File: src/rtl/doorlock_param_pkg.sv
`default_nettype none
// ============================================================================
// Module      : doorlock_pkg
// Description : Shared definitions for the doorlock_param controller:
//               FSM state encoding, button-index width helper and a
//               one-hot-to-index decoder.
// Revision    : 1.0 - initial release
// ============================================================================
package doorlock_pkg;

    typedef logic [2:0] state_t;

    localparam state_t c_ST_IDLE  = 3'd0;
    localparam state_t c_ST_ENTER = 3'd1;
    localparam state_t c_ST_AUTH  = 3'd2;
    localparam state_t c_ST_PROG  = 3'd3;
    localparam state_t c_ST_OK    = 3'd4;
    localparam state_t c_ST_FAIL  = 3'd5;
    localparam state_t c_ST_LOCK  = 3'd6;

    // Width of a digit value; a single-button keypad still needs one bit.
    function automatic int bt_width(input int n);
        return (n > 1) ? $clog2(n) : 1;
    endfunction

    // Index of the lowest set bit. Multi-bit presses are flagged as wrong
    // separately, so the choice of bit only matters for what gets stored
    // while reprogramming.
    function automatic int unsigned oh_to_idx(input logic [31:0] vec);
        int unsigned idx;
        idx = 0;
        for (int i = 31; i >= 0; i--) begin
            if (vec[i]) idx = $unsigned(i);
        end
        return idx;
    endfunction

endpackage
`default_nettype wire

File: src/rtl/doorlock_param_if.sv
`default_nettype none
// ============================================================================
// Module      : doorlock_param_if
// Description : Keypad / LED bundle of the door-lock controller.
//               master : drives start, prog, bt; observes the LED outputs
//               slave  : the controller itself
//   start     - session request level (rising edge opens a session)
//   prog      - 1 = reprogram session, sampled with the start edge
//   bt        - raw button levels, synchronous to clk
//   led_digit - per-digit progress (thermometer)
//   led_ok    - success pulse
//   led_fail  - failure pulse
//   led_lock  - lockout active
//   busy      - controller not idle
// Revision    : 1.0 - initial release
// ============================================================================
interface doorlock_param_if #(
    parameter int N_BT     = 3,
    parameter int CODE_LEN = 3
);
    logic                start;
    logic                prog;
    logic [N_BT-1:0]     bt;
    logic [CODE_LEN-1:0] led_digit;
    logic                led_ok;
    logic                led_fail;
    logic                led_lock;
    logic                busy;

    modport master (
        output start, prog, bt,
        input  led_digit, led_ok, led_fail, led_lock, busy
    );

    modport slave (
        input  start, prog, bt,
        output led_digit, led_ok, led_fail, led_lock, busy
    );
endinterface
`default_nettype wire

File: src/rtl/doorlock_param_edge.sv
`default_nettype none
// ============================================================================
// Module      : doorlock_edge
// Description : WIDTH-bit two-flop rising-edge detector. o_rise is high for
//               exactly one cycle, the cycle after i_sig was first seen high;
//               a held input produces one pulse only.
//   clk    - system clock
//   n_rst  - asynchronous active-low reset
//   i_sig  - input levels, synchronous to clk
//   o_rise - per-bit rising-edge pulse
// Revision    : 1.0 - initial release
// ============================================================================
module doorlock_edge
    import doorlock_pkg::*;
#(
    parameter int WIDTH = 1
) (
    input  logic             clk,
    input  logic             n_rst,
    input  logic [WIDTH-1:0] i_sig,
    output logic [WIDTH-1:0] o_rise
);
    logic [WIDTH-1:0] r_d1;
    logic [WIDTH-1:0] r_d2;

    always_ff @(posedge clk or negedge n_rst) begin
        if (!n_rst) begin
            r_d1 <= '0;
            r_d2 <= '0;
        end else begin
            r_d1 <= i_sig;
            r_d2 <= r_d1;
        end
    end

    assign o_rise = r_d1 & ~r_d2;

endmodule
`default_nettype wire

File: src/rtl/doorlock_param.sv
`default_nettype none
// ============================================================================
// Module      : doorlock_param
// Description : Parametrised keypad door-lock controller. N_BT buttons enter
//               a CODE_LEN-digit code held in a reprogrammable register;
//               progress, OK/FAIL and lockout are shown on registered LEDs.
//   clk   - system clock, rising edge
//   n_rst - asynchronous active-low reset
//   bus   - doorlock_param_if.slave (start, prog, bt in; LEDs, busy out)
// Optional feature macro: DOORLOCK_LOCKOUT_EN
//   defined   - MAX_FAIL consecutive failures lock the keypad for LOCK_CYC
//   undefined - unlimited retries, led_lock tied low
// Revision    : 1.0 - initial release
// ============================================================================
module doorlock_param
    import doorlock_pkg::*;
#(
    parameter int N_BT       = 3,
    parameter int CODE_LEN   = 3,
    parameter logic [CODE_LEN*bt_width(N_BT)-1:0] DEF_CODE = {2'd1, 2'd0, 2'd2},
    parameter int TIMEOUT    = 16,
    parameter int RESULT_CYC = 4,
    parameter int MAX_FAIL   = 3,
    parameter int LOCK_CYC   = 64
) (
    input logic clk,
    input logic n_rst,
    doorlock_param_if.slave bus
);
    localparam int c_BT_W  = bt_width(N_BT);
    localparam int c_IDX_W = (CODE_LEN > 1) ? $clog2(CODE_LEN) : 1;
    localparam int c_TMR_W = $clog2(TIMEOUT + 1);
    localparam int c_RES_W = (RESULT_CYC > 1) ? $clog2(RESULT_CYC) : 1;
    localparam int c_CODE_W = CODE_LEN * c_BT_W;

    localparam logic [c_IDX_W-1:0] c_LAST_IDX = c_IDX_W'(CODE_LEN - 1);
    localparam logic [c_TMR_W-1:0] c_TMR_MAX  = c_TMR_W'(TIMEOUT);
    localparam logic [c_RES_W-1:0] c_RES_LAST = c_RES_W'(RESULT_CYC - 1);

    // Registered state
    state_t                r_state;
    logic                  r_busy;
    logic [c_IDX_W-1:0]    r_idx;
    logic                  r_match;
    logic [c_TMR_W-1:0]    r_timer;
    logic [c_RES_W-1:0]    r_res_cnt;
    logic [c_CODE_W-1:0]   r_code;
    logic [c_CODE_W-1:0]   r_new_code;
    logic [CODE_LEN-1:0]   r_led_digit;
    logic                  r_led_ok;
    logic                  r_led_fail;

    // Combinational decode
    logic [N_BT-1:0]       w_bt_on;
    logic                  w_start_on;
    logic                  w_press;
    logic                  w_single;
    logic [c_BT_W-1:0]     w_digit;
    logic [c_BT_W-1:0]     w_code_digit;
    logic [c_CODE_W-1:0]   w_new_code;
    logic                  w_in_session;
    logic                  w_timeout;
    logic                  w_accept;
    logic                  w_done;
    logic                  w_match_nxt;
    logic                  w_to_ok;
    logic                  w_to_fail;
    logic                  w_to_prog;
    logic                  w_res_done;
    state_t                w_state_nxt;

    doorlock_edge #(.WIDTH(N_BT)) u_bt_edge (
        .clk    (clk),
        .n_rst  (n_rst),
        .i_sig  (bus.bt),
        .o_rise (w_bt_on)
    );

    doorlock_edge #(.WIDTH(1)) u_start_edge (
        .clk    (clk),
        .n_rst  (n_rst),
        .i_sig  (bus.start),
        .o_rise (w_start_on)
    );

    always_comb begin
        w_press      = |w_bt_on;
        w_single     = $onehot(w_bt_on);
        w_digit      = c_BT_W'(oh_to_idx(32'(w_bt_on)));
        w_code_digit = r_code[r_idx*c_BT_W +: c_BT_W];

        // Code as it will look once the current press is stored
        w_new_code = r_new_code;
        w_new_code[r_idx*c_BT_W +: c_BT_W] = w_digit;

        w_in_session = (r_state == c_ST_ENTER) || (r_state == c_ST_AUTH) ||
                       (r_state == c_ST_PROG);
        // Timeout is evaluated before the press so it wins a same-cycle tie
        w_timeout    = w_in_session && (r_timer == c_TMR_MAX);
        w_accept     = w_in_session && !w_timeout && w_press;
        w_done       = w_accept && (r_idx == c_LAST_IDX);
        // A multi-button press can never match, whatever the code holds
        w_match_nxt  = r_match && w_single && (w_digit == w_code_digit);

        w_to_ok   = w_done && (((r_state == c_ST_ENTER) && w_match_nxt) ||
                               (r_state == c_ST_PROG));
        w_to_prog = w_done && (r_state == c_ST_AUTH) && w_match_nxt;
        w_to_fail = w_timeout ||
                    (w_done && (r_state != c_ST_PROG) && !w_match_nxt);

        w_res_done = ((r_state == c_ST_OK) || (r_state == c_ST_FAIL)) &&
                     (r_res_cnt == c_RES_LAST);
    end

`ifdef DOORLOCK_LOCKOUT_EN
    localparam int c_FAIL_W = $clog2(MAX_FAIL + 1);
    localparam int c_LOCK_W = (LOCK_CYC > 1) ? $clog2(LOCK_CYC) : 1;
    localparam logic [c_FAIL_W-1:0] c_FAIL_MAX  = c_FAIL_W'(MAX_FAIL);
    localparam logic [c_LOCK_W-1:0] c_LOCK_LAST = c_LOCK_W'(LOCK_CYC - 1);

    logic [c_FAIL_W-1:0] r_fail_cnt;
    logic [c_LOCK_W-1:0] r_lock_cnt;
    logic                r_led_lock;
    logic                w_lock_hit;
    logic                w_lock_done;

    // fail_cnt already includes the failure being displayed
    assign w_lock_hit  = (r_fail_cnt >= c_FAIL_MAX);
    assign w_lock_done = (r_state == c_ST_LOCK) && (r_lock_cnt == c_LOCK_LAST);

    always_ff @(posedge clk or negedge n_rst) begin
        if (!n_rst) begin
            r_fail_cnt <= '0;
            r_lock_cnt <= '0;
            r_led_lock <= 1'b0;
        end else begin
            if (w_to_ok || w_lock_done) begin
                r_fail_cnt <= '0;
            end else if (w_to_fail && (r_fail_cnt != c_FAIL_MAX)) begin
                r_fail_cnt <= r_fail_cnt + 1'b1;
            end

            if ((r_state != c_ST_LOCK) && (w_state_nxt == c_ST_LOCK)) begin
                r_led_lock <= 1'b1;
                r_lock_cnt <= '0;
            end else if (r_state == c_ST_LOCK) begin
                if (w_lock_done) begin
                    r_led_lock <= 1'b0;
                end else begin
                    r_lock_cnt <= r_lock_cnt + 1'b1;
                end
            end
        end
    end

    assign bus.led_lock = r_led_lock;
`else
    // Lockout parameters and state are meaningless in this build
    logic w_unused_cfg;
    assign w_unused_cfg = (MAX_FAIL != 0) ^ (LOCK_CYC != 0) ^
                          (c_ST_LOCK != c_ST_IDLE);
    assign bus.led_lock = 1'b0;
`endif

    always_comb begin
        w_state_nxt = r_state;
        case (r_state)
            c_ST_IDLE: begin
                if (w_start_on) w_state_nxt = bus.prog ? c_ST_AUTH : c_ST_ENTER;
            end
            c_ST_ENTER, c_ST_AUTH, c_ST_PROG: begin
                if (w_to_fail)      w_state_nxt = c_ST_FAIL;
                else if (w_to_ok)   w_state_nxt = c_ST_OK;
                else if (w_to_prog) w_state_nxt = c_ST_PROG;
            end
            c_ST_OK: begin
                if (w_res_done) w_state_nxt = c_ST_IDLE;
            end
            c_ST_FAIL: begin
`ifdef DOORLOCK_LOCKOUT_EN
                if (w_res_done) w_state_nxt = w_lock_hit ? c_ST_LOCK : c_ST_IDLE;
`else
                if (w_res_done) w_state_nxt = c_ST_IDLE;
`endif
            end
`ifdef DOORLOCK_LOCKOUT_EN
            c_ST_LOCK: begin
                if (w_lock_done) w_state_nxt = c_ST_IDLE;
            end
`endif
            default: w_state_nxt = c_ST_IDLE;
        endcase
    end

    always_ff @(posedge clk or negedge n_rst) begin
        if (!n_rst) begin
            r_state     <= c_ST_IDLE;
            r_busy      <= 1'b0;
            r_idx       <= '0;
            r_match     <= 1'b0;
            r_timer     <= '0;
            r_res_cnt   <= '0;
            r_code      <= DEF_CODE;
            r_new_code  <= '0;
            r_led_digit <= '0;
            r_led_ok    <= 1'b0;
            r_led_fail  <= 1'b0;
        end else begin
            r_state <= w_state_nxt;
            r_busy  <= (w_state_nxt != c_ST_IDLE);

            if ((r_state == c_ST_IDLE) && w_start_on) begin
                r_idx   <= '0;
                r_match <= 1'b1;
                r_timer <= '0;
            end else if (w_to_prog) begin
                // Authenticated: restart digit entry for the new code
                r_idx       <= '0;
                r_match     <= 1'b1;
                r_timer     <= '0;
                r_led_digit <= '0;
            end else if (w_accept) begin
                r_idx              <= r_idx + 1'b1;
                r_match            <= w_match_nxt;
                r_timer            <= '0;
                r_led_digit[r_idx] <= 1'b1;
                if (r_state == c_ST_PROG) r_new_code <= w_new_code;
            end else if (w_in_session) begin
                r_timer <= r_timer + 1'b1;
            end

            // Only a completed PROG session commits; timeouts leave the code
            if (w_to_ok && (r_state == c_ST_PROG)) r_code <= w_new_code;

            if ((r_state != c_ST_IDLE) && (w_state_nxt == c_ST_IDLE)) begin
                r_led_digit <= '0;
            end

            if (w_to_ok) begin
                r_led_ok  <= 1'b1;
                r_res_cnt <= '0;
            end else if (w_to_fail) begin
                r_led_fail <= 1'b1;
                r_res_cnt  <= '0;
            end else if ((r_state == c_ST_OK) || (r_state == c_ST_FAIL)) begin
                if (w_res_done) begin
                    r_led_ok   <= 1'b0;
                    r_led_fail <= 1'b0;
                end else begin
                    r_res_cnt <= r_res_cnt + 1'b1;
                end
            end
        end
    end

    assign bus.led_digit = r_led_digit;
    assign bus.led_ok    = r_led_ok;
    assign bus.led_fail  = r_led_fail;
    assign bus.busy      = r_busy;

endmodule
`default_nettype wire

File: src/flat_wrapper.sv
// flat-port wrapper written by rule: the top's interface ports become plain ports
module doorlock_param_flat import doorlock_pkg::*;
#(
    parameter int N_BT       = 3,
    parameter int CODE_LEN   = 3,
    parameter logic [CODE_LEN*bt_width(N_BT)-1:0] DEF_CODE = {2'd1, 2'd0, 2'd2},
    parameter int TIMEOUT    = 16,
    parameter int RESULT_CYC = 4,
    parameter int MAX_FAIL   = 3,
    parameter int LOCK_CYC   = 64
)
  (clk, n_rst, bus_start, bus_prog, bus_bt, bus_led_digit, bus_led_ok, bus_led_fail, bus_led_lock, bus_busy);
  doorlock_param_if #(.N_BT(N_BT), .CODE_LEN(CODE_LEN)) bus_i ();
  input logic clk;
  input logic n_rst;
  input wire logic [$bits(bus_i.start)-1:0] bus_start;
  input wire logic [$bits(bus_i.prog)-1:0] bus_prog;
  input wire logic [$bits(bus_i.bt)-1:0] bus_bt;
  output wire logic [$bits(bus_i.led_digit)-1:0] bus_led_digit;
  output wire logic [$bits(bus_i.led_ok)-1:0] bus_led_ok;
  output wire logic [$bits(bus_i.led_fail)-1:0] bus_led_fail;
  output wire logic [$bits(bus_i.led_lock)-1:0] bus_led_lock;
  output wire logic [$bits(bus_i.busy)-1:0] bus_busy;
  assign bus_i.start = bus_start;
  assign bus_i.prog = bus_prog;
  assign bus_i.bt = bus_bt;
  assign bus_led_digit = bus_i.led_digit;
  assign bus_led_ok = bus_i.led_ok;
  assign bus_led_fail = bus_i.led_fail;
  assign bus_led_lock = bus_i.led_lock;
  assign bus_busy = bus_i.busy;
  doorlock_param #(.N_BT(N_BT), .CODE_LEN(CODE_LEN), .DEF_CODE(DEF_CODE), .TIMEOUT(TIMEOUT), .RESULT_CYC(RESULT_CYC), .MAX_FAIL(MAX_FAIL), .LOCK_CYC(LOCK_CYC)) u_core (.clk(clk), .n_rst(n_rst), .bus(bus_i));
endmodule
File: config.mk
export PLATFORM = sky130hd
export DESIGN_NAME = doorlock_param_flat
export DESIGN_NICKNAME = d
export VERILOG_FILES = /design/src/rtl/doorlock_param_pkg.sv /design/src/rtl/doorlock_param_if.sv /design/src/rtl/doorlock_param_edge.sv /design/src/rtl/doorlock_param.sv /design/src/flat_wrapper.sv
export SDC_FILE = /design/constraint.sdc
export NUM_CORES = 1
export LEC_CHECK = 0
export CORE_ASPECT_RATIO = 1.4
export CORE_MARGIN = 1
export CORE_UTILIZATION = 63
export DETAILED_ROUTE_END_ITERATION = 7
export GPL_TIMING_DRIVEN = 0
export PLACE_DENSITY = 0.84
export RECOVER_POWER = 100
export SLEW_MARGIN = 10
export SYNTH_ARGS = -nofsm -noshare
export SYNTH_HDL_FRONTEND = slang
export SYNTH_SLANG_ARGS = --single-unit
File: constraint.sdc
create_clock -name clk -period 3.05 [get_ports clk]
set_input_delay 0.7625 -clock clk [delete_from_list [all_inputs] [get_ports clk]]
set_output_delay 0.7625 -clock clk [all_outputs]
set_load 0.05 [all_outputs]
==> impl_summary.md, run 1 <==
Clock network
The setup fix buffers added after clock tree synthesis is 0. The quantity of gates resized following cts is 0. The cell sitting at the root of the clock tree is a clkbuf_8. The number of clock buffers inserted by TritonCTS is 5. The clock tree from TritonCTS is done. The clock reaches the later pin of the worst-skew pair after around 0.30 ns. The largest buffer count on any clock path is 2. Clock tree synthesis found a total of 39 sinks. The number of H-tree levels is 2.

After clock tree synthesis, the clock-pin slew on the worst setup and hold paths is 0.08 ns. Buffers inserted to repair hold after CTS numbered 0.

Route
The detailed router finished its first iteration with 51 violations. The final routed DRC violation total is 0. Wires add up to 4.01 mm. The detailed-route vias per instance is slightly below 6. Summing over every cut layer, the via total after detailed routing is 1514. After detailed routing, the average wire length per cell comes to 15.5 um. The remaining number of nets flagged by the antenna check after routing is 0.

The first detailed-routing pass ran for 4 iterations.

Pwr
The sequential share of power is 37.8%. Combinational cells account for 45.7% of the total power. The leakage power figure is 1.01 nW. The switching share of power is 41.8%. Total power for the finished layout comes to around 2.1 mW. The switching component of the power is 0.859 mW.

In this run the power density over the cells is between 800 and 900 nW/um^2. Per report_power, the clock group accounts for 16.4% of the total. The worst-case vdd ir drop is 0.623 mV. The internal power is 1.20 mW.

Global route
The met2 usage in global routing is 45.2%. The met3 capacity usage during global routing is 5.81%. The largest net degree at the start of global routing is 40.

Across every metal layer, demand over resource in global routing totals between 20% and 30%. Global routing finished with a remaining overflow of 0. The number of antenna violations at the first check in global routing is 0. The met1 capacity usage during global routing is 27.8%. After global routing, the most crowded layer is met2. The global-route wire length before repair is 6.83 mm. The via count of the first global-routing pass is 1518.

Floorplan
After floorplanning, the core was divided into 24 placement rows. The initial core utilization is 67.2%. For this design the top-level I/O count stands at 14. The die covers 3600 um^2. The horizontal die dimension is 51.0 um. The area of the core is 3150 um^2. The height of the chip is between 70 and 80 um.

Yosys
Dividing the synthesized area by the synthesized cell count gives 10.6 um^2. The share of flip-flops with an asynchronous set or reset after synthesis is between 90% and 100%. The count of mapped cells out of synthesis is 200.

Yosys printed 0 warnings. The number of enable-type register cells in the synthesized netlist is 0. In the synthesized netlist the dominant register cell turns out to be dfrtp_1. The post-synth design cell area is between 2000 and 2500 um^2. After synthesis, flip-flops and latches occupy 46.2% of the total area.

The net count after synthesis is 217. The synthesis-stage register bit count is 39. The synthesized netlist contains 50 unique library cells.

Layout
Compared with the post-synthesis result, the final layout area differs by 10.2%. Cells with a size suffix above 1 make up between 10% and 20% of the layout. For this run, the number of standard cells in the final layout without fillers is 259. For this run, the share of the core covered by cells in the final layout is 74.0%. The most common cell after layout, fill and taps aside is dfrtp_1.

In the layout the commonest cells are dfrtp_1, nor2_1, nand2_1, a21oi_1, dlygate4sd3_1. The final-stage net count is 236. The number of antenna diodes in the final layout is 0. The final non-filler cell area is roughly 2300 um^2.

Critical path
The required time of the critical path is about 3.2 ns. STA classifies the critical path startpoint as a register. The maximum fanout encountered on the critical timing path is 5. The critical path's top delay family is simple AND/OR/NAND/NOR gates. The maximum cell stage delay along the critical path is roughly 0.72 ns. The arrival time of data at the critical path endpoint is 2.63 ns. The signal on the critical path passes through nand2b_2 -> inv_1 -> fa_1 -> nand2_1 -> or2_2 -> nor4_1 -> nor3_1. The critical path is of the reg -> reg type.

The critical-path cell with the highest stage delay is nor4_1. The worst setup path is captured at a register. The combined buffer and inverter count along the critical path is 1.

STA
The final clock skew is 0.0133 ns. The final critical path takes up 81.6% of the cycle. The final worst slack is 0.561 ns.

The final hold slack is 0.365 ns. Setup repair after global routing left no endpoint under its margin. Adding up every negative setup slack in the final design gives 0 ns. The worst pin sits at a relative slew slack of -33.0%. The clock period could shrink to 2.49 ns. The number of endpoints with negative hold slack in the final report came to 0. Setup violations remaining at the end of the flow were counted as 0. The final count of pins violating max slew is 40.

The transition time of the tightest slew-check pin is between 1.5 and 2 ns. Based on the critical path, the design can be clocked at up to 402 MHz.

Place
Summing all placed instances gives a cell area of about 2300 um^2. Including well taps, the total number of placed cells is roughly 250. The congestion estimate from routability-driven global placement came to ~0.9.

The pre-CTS setup slack is 0.892 ns. After legalization and detailed placement, the total HPWL measured 3.03 mm. The count of buffers inserted at the top-level ports is 12.

Run status
The run finished, with violations left. The checks that failed: capacitance limit, slew limit.

Flow run
The max-cap check violation count is 1.

Worst hold path
The type of the tightest min-delay check is reg -> reg.
## power by group through the flow
| stage | clock network, mW | registers [mW] | logic [mW] |
|---|---|---|---|
| 2_1_floorplan | 0 | 0.879 | 0.629 |
| 3_3_place_gp | 0 | 0.778 | 0.932 |
| 3_5_place_dp | 0 | 0.788 | 0.971 |
| 4_1_cts | 0.347 | 0.778 | 0.976 |
| 5_1_grt | 0.361 | 0.796 | 1.04 |
| 6_report | 0.338 | 0.778 | 0.941 |
## area by class of cell
cell class                 instances  area, um^2
sequential                        39         978
clock buffer                       5        68.8
multi-input combinational        148        1040
buffer                             7        46.3
inverter                           6        22.5
timing repair buffer              12         114
fill                             227         820
clock inverter                     3        15.0
tap                               39        48.8
## synthesized netlist by cell type, types with 2 or more instances
master / instances / area, um^2
a21oi_1: 14 / 70.1
nor3b_1: 3 / 22.5
dfstp_2: 2 / 52.6
nor2_1: 16 / 60.1
mux2_2: 4 / 45.0
o21ai_0: 8 / 40.0
or2_2: 3 / 18.8
xnor2_1: 4 / 35.0
dfrtp_1: 37 / 926
xor2_2: 2 / 32.5
and3_1: 2 / 12.5
nor2b_1: 6 / 37.5
buf_2: 3 / 15.0
xor2_1: 3 / 26.3
nand2b_1: 2 / 12.5
nand3b_1: 6 / 45.0
a31oi_1: 2 / 12.5
mux2i_1: 7 / 70.1
nand2_1: 15 / 56.3
a211oi_1: 2 / 15.0
ha_1: 9 / 113
inv_1: 5 / 18.8
buf_4: 3 / 22.5
nand4_1: 4 / 25.0
and2_1: 3 / 18.8
nor3_1: 9 / 45.0
nand3_1: 3 / 15.0
## flip-flops by register name (all words and copies together), names as in the netlist, 2 cells and up
name,count
u_core.r_code,6
u_core.r_idx,2
u_core.u_bt_edge.r_d2,3
u_core.r_new_code,6
u_core.r_timer,5
u_core.bus.led_digit,3
u_core.r_state,3
u_core.r_res_cnt,2
u_core.u_bt_edge.r_d1,3
## worst register-to-register path, stage by stage, from the launching register on
cell      delay, ns
dfrtp_1        0.40
nand2b_2       0.11
inv_1          0.10
fa_1           0.55
nand2_1        0.06
or2_2          0.29
nor4_1         0.72
nor3_1         0.12
## final timing paths
path | endpoint | slack, ns | from | cells after the start
min | u_core.u_bt_edge.r_d2[0] | 0.37 | u_core.u_bt_edge.r_d1[0] | 0
min in group asynchronous | u_core.u_start_edge.r_d2 | 1.02 | n_rst | 1
max | u_core.bus.led_digit[1] | 0.56 | u_core.u_bt_edge.r_d1[1] | 7
min reg2reg | u_core.u_bt_edge.r_d2[0] | 0.37 | u_core.u_bt_edge.r_d1[0] | 0
max reg2reg | u_core.bus.led_digit[1] | 0.56 | u_core.u_bt_edge.r_d1[1] | 7
max in group asynchronous | u_core.u_bt_edge.r_d1[2] | 0.88 | n_rst | 1
## metal layers
layer	share of wire, %	wire length [um]
met1	41	1640
met2	53	2110
met3	2.6	104
met4	3.9	158
met5	0	0
## cells by family after synthesis
logic type	share of synthesized area [%]
other cells	0.177
compound gates	10.9
xor+xnor	5.73
mux	5.43
flops	46.2
buf+inv	3.37
simple gates	22.0
fa+ha+maj	6.26
Note: power is estimated with default switching activity, not from simulation.
==> inputs of run 2 (changes only) <==
--- a/config.mk
+++ b/config.mk
@@ -7,10 +7,10 @@
 export LEC_CHECK = 0
 export CORE_ASPECT_RATIO = 1.4
 export CORE_MARGIN = 1
-export CORE_UTILIZATION = 63
+export CORE_UTILIZATION = 53
 export DETAILED_ROUTE_END_ITERATION = 7
 export GPL_TIMING_DRIVEN = 0
-export PLACE_DENSITY = 0.84
+export PLACE_DENSITY = 0.76
 export RECOVER_POWER = 100
 export SLEW_MARGIN = 10
 export SYNTH_ARGS = -nofsm -noshare
==> constraint.sdc (replaced) <==
create_clock -name clk -period 2.25 [get_ports clk]
set_input_delay 0.5625 -clock clk [delete_from_list [all_inputs] [get_ports clk]]
set_output_delay 0.5625 -clock clk [all_outputs]
set_load 0.05 [all_outputs]
==> run 2 against run 1 <==
Net effect: the flow now finishes without violations; global-route usage is 4.9 points lower; first-iteration DRC count is 29% lower; sequential share of layout area is 1.9 points lower; register-to-register slack worse by 0.36 ns; critical endpoint is now bus_led_ok; largest cell class unchanged; highest routed layer unchanged.
==> impl_summary.md, run 2 (synthesis gave the netlist of run 1 again) <==
Worst hold path
The type of the tightest min-delay check is reg -> reg (unchanged). The number of cells traversed by the worst hold path is 0 (unchanged).

Flow run
The max-cap check violation count is 0 (was 1).

Route
The iteration-0 DRC count of the detailed router was 36 (was 51). The count of vias placed by the detailed router is 1494 (was 1514). The detailed-route vias per instance is 5.68 (was 5.85). The routed wire length per instance is 15.7 um (was 15.5 um). The final routed DRC violation total came to 0 (unchanged). The remaining number of nets flagged by the antenna check after routing is 0 (unchanged). The total length of routed wires is 4.12 mm (was 4.01 mm). The first-pass iteration count of the detailed router came to 4 (unchanged).

Critical path
Series of cell instances along the critical path: dlygate4sd3_1 (was nand2b_2 -> inv_1 -> fa_1 -> nand2_1 -> or2_2 -> nor4_1 -> nor3_1). The type of origin of the critical path was a register (unchanged). The kind of capture point of the worst setup path is a primary output (was register). The critical path class was reg -> out (was reg -> reg). The combined buffer and inverter count along the critical path is 1 (unchanged). The maximum fanout encountered on the critical timing path came to 3 (was 5).

The required time of the critical path is 1.69 ns (was 3.19 ns). The critical path's top delay family was buffers and inverters (was simple AND/OR/NAND/NOR gates). The worst reg2reg path depth is 7 (unchanged). The critical-path cell with the highest stage delay is dlygate4sd3_1 (was nor4_1). The maximum cell stage delay along the critical path was 0.88 ns (was 0.72 ns). The critical path depth in cells is 1 (was 7). The arrival time of data at the critical path endpoint is 1.54 ns (was 2.63 ns).

Clock network
The clock root buffer is clkbuf_8 (unchanged). The clock transition at the registers of the reported paths is 0.09 ns (was 0.08 ns). The number of clock buffers inserted by TritonCTS is 5 (unchanged).

The setup fix buffers added after clock tree synthesis is 0 (unchanged). The insertion delay of the later-clocked pin in the worst-skew pair is 0.30 ns (about the same). The clock tree from TritonCTS is done (unchanged). The number of sinks on the clock net came to 39 (unchanged). The largest buffer count on any clock path came to 2 (unchanged).

The number of H-tree levels was 2 (unchanged).

STA
The shortest clock period the worst path allows after layout is 2.10 ns. The number of endpoints with negative hold slack in the final report is 0 (unchanged). Based on the critical path, the design can be clocked at up to ~480 MHz. The transition time of the tightest slew-check pin is 0.971 ns (was 1.99 ns). The final count of pins violating max slew was 0 (was 40). The final hold slack is 0.383 ns (was 0.365 ns). The final clock skew came to 0.0120 ns (was 0.0133 ns). The final worst slack is 0.150 ns (was 0.561 ns). Dividing the final minimum period by the clock period gives around 93%.

RSZ-0062 raised after global routing: no (unchanged). The number of setup violations in the final report was 0 (unchanged). The worst slew slack as a fraction of its limit came to 35.3% (was -33.0%).

Floorplan
The initial core utilization is 56.6% (was 67.2%). The height of the chip was 76.8 um (was 70.6 um). The number of top-level design ports is 14 (unchanged). The area of the core is 3740 um^2 (was 3150 um^2). The number of cell rows is 26 (was 24).

The horizontal die dimension was 55.4 um (was 51.0 um). The die area came to 4260 um^2 (was 3600 um^2).

Global route
The global-route congestion overflow total is 0 (unchanged). The via count of the first global-routing pass is 1578 (was 1518). The global-route wire length before repair is 7.10 mm (was 6.83 mm). The number of antenna violations at the first check in global routing is 0 (unchanged). The total routing usage reported by global routing was 21.2% (was 26.0%). The largest net degree at the start of global routing is 25 (was 40).

Place
The pre-CTS setup slack is 0.0916 ns (was 0.892 ns). The total placed instance area is 2310 um^2 (was 2280 um^2). The last weighted congestion value of the routability-driven placer is 0.851 (was 0.887).

The count of buffers inserted at the top-level ports came to 12 (unchanged). The final HPWL from detailed placement was 3.17 mm (was 3.03 mm).

Layout
The fraction of the core area covered by cells at the end of the flow was 65.3% (was 74.0%). The share of layout cells above drive strength 1 is 15.4% (was 14.1%). The most common cell after layout, fill and taps aside is dfrtp_1 (unchanged). The final non-filler cell area is 2440 um^2 (was 2330 um^2). Largest registers: u_core.r_code: 6 flops, u_core.r_new_code: 6 flops, u_core.r_timer: 5 flops (unchanged).

The antenna diode instance count is 0 (unchanged). Leading cell types in the layout, fill and taps excluded: dfrtp_1, nor2_1, nand2_1, a21oi_1, dlygate4sd3_1 (unchanged). The final-stage net count was 237 (was 236). The area overhead of the layout relative to synthesis is 15.3% (was 10.2%).

Pwr
The total power per unit cell area is 1250 nW/um^2 (was 881 nW/um^2). The overall power is 3.05 mW (was 2.06 mW). The leakage power figure is 1.04 nW (was 1.01 nW). The switching component of the power is 1.19 mW (was 0.859 mW).

The sequential share of power is 34.7% (was 37.8%). The worst-case vdd ir drop is 0.844 mV (was 0.623 mV). The combinational group share of total power was 42.6% (was 45.7%). The switching share of power is 38.9% (was 41.8%).

The internal power was 1.86 mW (was 1.20 mW). The clock network fraction of design power is 22.7% (was 16.4%).

Run status
Outcome: finished clean (was complete, but fails checks).
run 2: timing repair:
item,in CTS,in global routing
gates resized for setup,0,0
hold buffers,0,0
endpoints found under the setup margin,0,5
run 2: stage by stage:
stage               setup TNS [ns]  std cells
detailed placement               0        255
finish                           0        263
global placement             -7.87        254
global route                     0        263
floorplan                        0        200
CTS                              0        263
run 2: power groups by stage:
stage                     clock [mW]  combinational, mW  sequential, mW
after global placement             0               1.27            1.06
final                          0.692               1.30            1.06
after global routing           0.731               1.43            1.08
after detailed placement           0               1.32            1.07
after floorplan                    0              0.852            1.19
after CTS                      0.706               1.33            1.06
run 2: final timing paths:
kind	from	end	slack (ns)
worst min register to register	u_core.u_start_edge.r_d1	u_core.u_start_edge.r_d2	0.38
max in group asynchronous	n_rst	u_core.r_code[1]	1.14
min in group asynchronous	n_rst	u_core.u_start_edge.r_d2	0.39
worst max register to register	u_core.u_bt_edge.r_d1[1]	u_core.bus.led_fail	0.20
worst max-delay path	u_core.bus.led_ok	bus_led_ok	0.15
worst min-delay path	u_core.u_start_edge.r_d1	u_core.u_start_edge.r_d2	0.38
run 2: cell type report:
| class | count | area (um^2) |
|---|---|---|
| buffer | 7 | 43.8 |
| clock inverter | 3 | 67.6 |
| fill | 297 | 1300 |
| sequential | 39 | 978 |
| tap | 42 | 52.6 |
| clock buffer | 5 | 68.8 |
| timing repair buffer | 13 | 141 |
| inverter | 6 | 22.5 |
| multi-input combinational | 148 | 1070 |
run 2: per-layer routing:
layer | wire (um) | GRT usage (%) | vias to the layer above
met1 | 1650 | 22.7 | 724
met2 | 2260 | 38.3 | 26
met5 | 0 | 0 | -
met3 | 96 | 4.22 | 12
li1 | - | - | 732
met4 | 115 | 11.3 | 0
==> inputs of run 3 (changes only) <==
--- a/config.mk
+++ b/config.mk
@@ -7,10 +7,9 @@
 export LEC_CHECK = 0
 export CORE_ASPECT_RATIO = 1.4
 export CORE_MARGIN = 1
-export CORE_UTILIZATION = 53
+export CORE_UTILIZATION = 40
 export DETAILED_ROUTE_END_ITERATION = 7
 export GPL_TIMING_DRIVEN = 0
-export PLACE_DENSITY = 0.76
 export RECOVER_POWER = 100
 export SLEW_MARGIN = 10
 export SYNTH_ARGS = -nofsm -noshare
==> run 3 against run 2 <==
Net effect: global-route usage decreased by 4.2 points; non-clock buffer count stayed put; clock-buffer cell count increased by 3; routed wire length is 1.1% lower; setup slack worse by 0.015 ns; total power fell by 6.5%; sequential power hardly changed; die area rose by 31%; critical endpoint unchanged; largest cell class unchanged.
==> impl_summary.md, run 3 (synthesis gave the netlist of run 1 again) <==
STA
The shortest clock period the worst path allows after layout is 2.11 ns (was 2.10 ns). The number of setup violations in the final report is 0 (unchanged). The final clock skew came to 0.00592 ns (was 0.0120 ns). The final count of pins violating max slew is 0 (unchanged).

The maximum clock frequency is 473 MHz (was 476 MHz). The setup TNS is 0 ns (unchanged). The worst slew slack as a fraction of its limit is 32.7% (was 35.3%). The number of endpoints with negative hold slack in the final report is 0 (unchanged). The period utilization is 94.0% (was 93.3%). The transition time of the tightest slew-check pin came to 1.01 ns (was 0.971 ns).

RSZ-0062 raised after global routing: no (unchanged).

Global route
The largest net degree at the start of global routing is 24 (was 25). The total routing usage reported by global routing came to 17.0% (was 21.2%). The number of antenna violations at the first check in global routing is 0 (unchanged).

The via count of the first global-routing pass was 1452 (was 1578). The global-route wire length before repair was 7.13 mm (was 7.10 mm). The global-route congestion overflow total is 0 (unchanged).

Clock network
The setup fix buffers added after clock tree synthesis is 0 (unchanged). The insertion delay of the later-clocked pin in the worst-skew pair is 0.29 ns (was 0.30 ns). The quantity of gates resized following cts came to 0 (unchanged). The post-cts hold buffer count was 0 (unchanged).

The number of H-tree levels was 2 (unchanged). The clock tree from TritonCTS was done (unchanged). The clock root buffer is clkbuf_8 (unchanged). The number of clock buffers inserted by TritonCTS was 5 (unchanged). The clock transition at the registers of the reported paths is 0.07 ns (was 0.09 ns).

The number of sinks on the clock net was 39 (unchanged). The largest buffer count on any clock path came to 2 (unchanged).

Layout
The final-stage net count was 237 (unchanged). Largest registers: u_core.r_code: 6 flops, u_core.r_new_code: 6 flops, u_core.r_timer: 5 flops (unchanged). The antenna diode instance count is 0 (unchanged).

The share of layout cells above drive strength 1 is 15.4% (unchanged). The count of non-filler cells in the finished layout is 287 (was 263). The area overhead of the layout relative to synthesis was 14.4% (was 15.3%). The most common cell after layout, fill and taps aside is dfrtp_1 (unchanged). The number of inserted filler cells in the final layout is 500 (was 297). Leading cell types in the layout, fill and taps excluded: dfrtp_1, nor2_1, nand2_1, a21oi_1, dlygate4sd3_1 (unchanged).

Route
The routed wire length per instance was 14.2 um (was 15.7 um). The first-pass iteration count of the detailed router was 4 (unchanged). The detailed-route vias per instance is 5.01 (was 5.68).

The total length of routed wires came to 4.07 mm (was 4.12 mm). The count of vias placed by the detailed router was 1439 (was 1494). The remaining number of nets flagged by the antenna check after routing is 0 (unchanged). The iteration-0 DRC count of the detailed router is 76 (was 36).

The final routed DRC violation total is 0 (unchanged).

Floorplan
The area of the core is 5120 um^2 (was 3740 um^2). The die area was 5600 um^2 (was 4260 um^2). The number of top-level design ports is 14 (unchanged). The horizontal die dimension is 63.5 um (was 55.4 um). The number of cell rows is 31 (was 26).

The height of the chip was 88.1 um (was 76.8 um). The initial core utilization is 41.4% (was 56.6%).

Critical path
The critical path class is reg -> out (unchanged). The kind of capture point of the worst setup path is a primary output (unchanged). The maximum fanout encountered on the critical timing path was 3 (unchanged). The maximum cell stage delay along the critical path is 0.88 ns (about the same). The arrival time of data at the critical path endpoint is 1.55 ns (was 1.54 ns).

The critical path's top delay family is buffers and inverters (unchanged). The combined buffer and inverter count along the critical path is 1 (unchanged). The type of origin of the critical path is a register (unchanged). The critical-path cell with the highest stage delay is dlygate4sd3_1 (unchanged). Series of cell instances along the critical path: dlygate4sd3_1 (unchanged). The required time of the critical path was 1.69 ns (about the same).

Place
The count of buffers inserted at the top-level ports is 12 (unchanged). The number of placed instances with taps included is 279 (was 255). The final HPWL from detailed placement is 3.10 mm (was 3.17 mm).

The last weighted congestion value of the routability-driven placer came to 0.822 (was 0.851).

Flow run
The max-cap check violation count is 0 (unchanged).

Pwr
The leakage power figure is 1.03 nW (was 1.04 nW). The total power per unit cell area is 1180 nW/um^2 (was 1250 nW/um^2). The worst-case vdd ir drop is 0.448 mV (was 0.844 mV).

Worst hold path
The type of the tightest min-delay check is reg -> reg (unchanged).

Run status
Outcome: finished clean (unchanged).
[run 3: path summary, 6_finish.rpt]
kind                            slack, ns  cells after the start                      from                  endpoint
worst max-delay path                 0.14                      1         u_core.bus.led_ok                bus_led_ok
worst min-delay path                 0.37                      0  u_core.u_bt_edge.r_d1[0]  u_core.u_bt_edge.r_d2[0]
worst max register to register       0.19                      7  u_core.u_bt_edge.r_d1[1]       u_core.r_res_cnt[1]
worst min register to register       0.37                      0  u_core.u_bt_edge.r_d1[0]  u_core.u_bt_edge.r_d2[0]
max in group asynchronous            0.40                      2                     n_rst  u_core.u_bt_edge.r_d1[2]
min in group asynchronous            0.38                      1                     n_rst  u_core.u_start_edge.r_d2
[run 3: per-stage QoR]
step,cell area [um^2],utilization (%),hold WS (ns),worst slack [ns],power (mW)
after floorplan,2120,-,0.267,0.292,2.04
after global placement,2320,45.3,0.360,-0.397,2.37
after detailed placement,2340,45.8,0.361,0.0773,2.39
after CTS,2440,47.7,0.220,0.0683,2.91
after global routing,2420,47.3,0.388,0.0226,3.08
final,2420,47.3,0.373,0.135,2.85
[run 3: layout make-up]
cell class | instances | area [um^2] | area share (%)
Buffer | 7 | 45.0 | 1.86
Clock buffer | 8 | 100 | 4.13
Sequential cell | 39 | 978 | 40.4
Timing Repair Buffer | 13 | 126 | 5.21
Inverter | 6 | 22.5 | 0.929
Multi-Input combinational cell | 148 | 1070 | 44.1
Tap cell | 66 | 82.6 | 3.41
[run 3: layer usage]
layer / vias to the layer above / GRT usage [%] / share of wire [%]
met1: 678 / 19.1 / 42
met5: - / 0 / 0
met4: 0 / 9.71 / 2.2
met3: 7 / 3.52 / 2.4
met2: 24 / 29.8 / 53
li1: 730 / - / -
[run 3: where the power goes]
part	internal [mW]	switching, mW	total, mW
Sequential	0.906	0.144	1.05
Combinational	0.512	0.770	1.28
Clock	0.280	0.239	0.518
==> edit (config.mk and constraints of run 2) <==
`RESULT_CYC` is set to 4 in 2 places; all go to 8.
--- a/src/rtl/doorlock_param.sv
+++ b/src/rtl/doorlock_param.sv
@@ -19,7 +19,7 @@
     parameter int CODE_LEN   = 3,
     parameter logic [CODE_LEN*bt_width(N_BT)-1:0] DEF_CODE = {2'd1, 2'd0, 2'd2},
     parameter int TIMEOUT    = 16,
-    parameter int RESULT_CYC = 4,
+    parameter int RESULT_CYC = 8,
     parameter int MAX_FAIL   = 3,
     parameter int LOCK_CYC   = 64
 ) (
--- a/src/flat_wrapper.sv
+++ b/src/flat_wrapper.sv
@@ -5,7 +5,7 @@
     parameter int CODE_LEN   = 3,
     parameter logic [CODE_LEN*bt_width(N_BT)-1:0] DEF_CODE = {2'd1, 2'd0, 2'd2},
     parameter int TIMEOUT    = 16,
-    parameter int RESULT_CYC = 4,
+    parameter int RESULT_CYC = 8,
     parameter int MAX_FAIL   = 3,
     parameter int LOCK_CYC   = 64
 )
Function: changed (a bounded check fails within 10 cycles, from zero or initial values and one cycle with n_rst low).
==> edit against run 2 <==
Cell area decreased by 2.7%. Synthesized cell count is 2.5% lower. Wire length decreased by 5.8%. Sequential cell count is 1 higher. Register-to-register slack got worse by 0.13 ns. Highest routed layer unchanged. Non-clock buffer count is 1 higher. Power is 9.4% lower. Setup slack got worse by 0.077 ns. Sequential share of layout area rose by 2.1 points. Largest cell class unchanged. Area after synthesis fell by 3.1%. Critical path depth rose by 7.
==> edit: results <==
outcome:
  status: "finished, final reports clean"
yosys:
  synthMuxAreaShare_pct: 6.094
  yosysSeqAreaShare_pct: 48.87
  synth_area_leaders: "dfrtp_1 (46%), ha_1 (6.1%), mux2i_1 (3.9%)"
  synth_compound_area_share_pct: 10.48
  synth_common_cells: "dfrtp_1 (38), nor2_1 (16), nand2_1 (15)"
  ys_types: 45
  async_flop_share_pct: 100.0
  synth-xor-area-share_pct: 2.986
  syn_nets: 213
  synthAdderAreaFrac_pct: 7.069
  syn_avg_cell_area_sq_um: 10.53
place:
  place_hpwl_microns: 2988
  place_area_sq_mm: 0.002248
  finalWeightedCongestion: 0.8520
  post-place-ws_ns: -0.08738
  dp_cells: 250
clocking:
  clk_pin_slew_ns: 0.08
  clockRootBuffer: "clkbuf_8"
  ctsResizeCount: 2
cells_and_area:
  diodes: 0
  layout-drive-gt1-share_pct: 13.36
  nNetsFinal: 234
  instances_no_fill: 259
global_route:
  grt_max_degree: 22
  grt_pass1_wl_microns: 6244
  grt_pass1_vias: 1466
  grtUsageMet1_pct: 23.35
  met3_usage_pct: 5.190
  grt_use_met2_pct: 37.62
setup_path:
  arrival_ns: 2.36
  timing.critical_path.fanout_max: 6
  ff2ff_setup_slack_ns: 0.07
power_and_ir_drop:
  peakVddDrop_mv: 0.7064
  p_int_uw: 1676
sta:
  fin_skew_ns: 0.009610
  tightest_slew_ns: 1.182
  hold_ws_ns: 0.3763
route:
  vias_per_cell: 5.529
==> edit: cells by family after synthesis <==
logic type,count (synthesis)
buffers and inverters,15
DFF,40
other,1
adders and majority gates,11
and+or+nand+nor,78
xor gates and xnor gates,7
muxes,11
AOI/OAI and AO/OA,32
==> edit: power by group through the flow <==
stage          clock network, uW  logic, uW  registers (uW)
2_1_floorplan                  0        755            1190
3_3_place_gp                   0       1140            1060
3_5_place_dp                   0       1200            1070
4_1_cts                      524       1200            1060
5_1_grt                      545       1290            1110
6_report                     512       1170            1080
==> edit: final timing paths <==
kind                                               start                       end  cells after the start
worst min register to register  u_core.u_bt_edge.r_d1[2]  u_core.u_bt_edge.r_d2[2]                      0
min in group asynchronous                          n_rst  u_core.u_start_edge.r_d2                      1
worst max-delay path            u_core.u_bt_edge.r_d1[1]         u_core.r_state[2]                      8
max in group asynchronous                          n_rst          u_core.r_code[1]                      2
worst max register to register  u_core.u_bt_edge.r_d1[1]         u_core.r_state[2]                      8
worst min-delay path            u_core.u_bt_edge.r_d1[2]  u_core.u_bt_edge.r_d2[2]                      0
==> edit: area by class of cell <==
class	count	area [sq um]	area share, %
Buffer	6	30.03	1.263
Clock buffer	8	100.1	4.211
Inverter	8	30.03	1.263
Multi-Input combinational cell	140	1005	42.26
Sequential cell	40	1003	42.21
Tap cell	42	52.55	2.211
Timing Repair Buffer	15	156.4	6.579
==> edit: metal layers <==
layer  routed length [microns]  part of all wire [%]
met5                         0                     0
met4                        89                   2.3
met3                        85                   2.2
met2                      2064                    53
met1                      1638                    42
==> edit: worst max-delay path: stages (launching register included) <==
cell and delay [ns]:
dfrtp_1 0.41, nand2b_4 0.12, inv_1 0.08, fa_1 0.53, nand2_1 0.09, nor2_2 0.12
nand2_1 0.06, o31a_1 0.30, or3_1 0.35
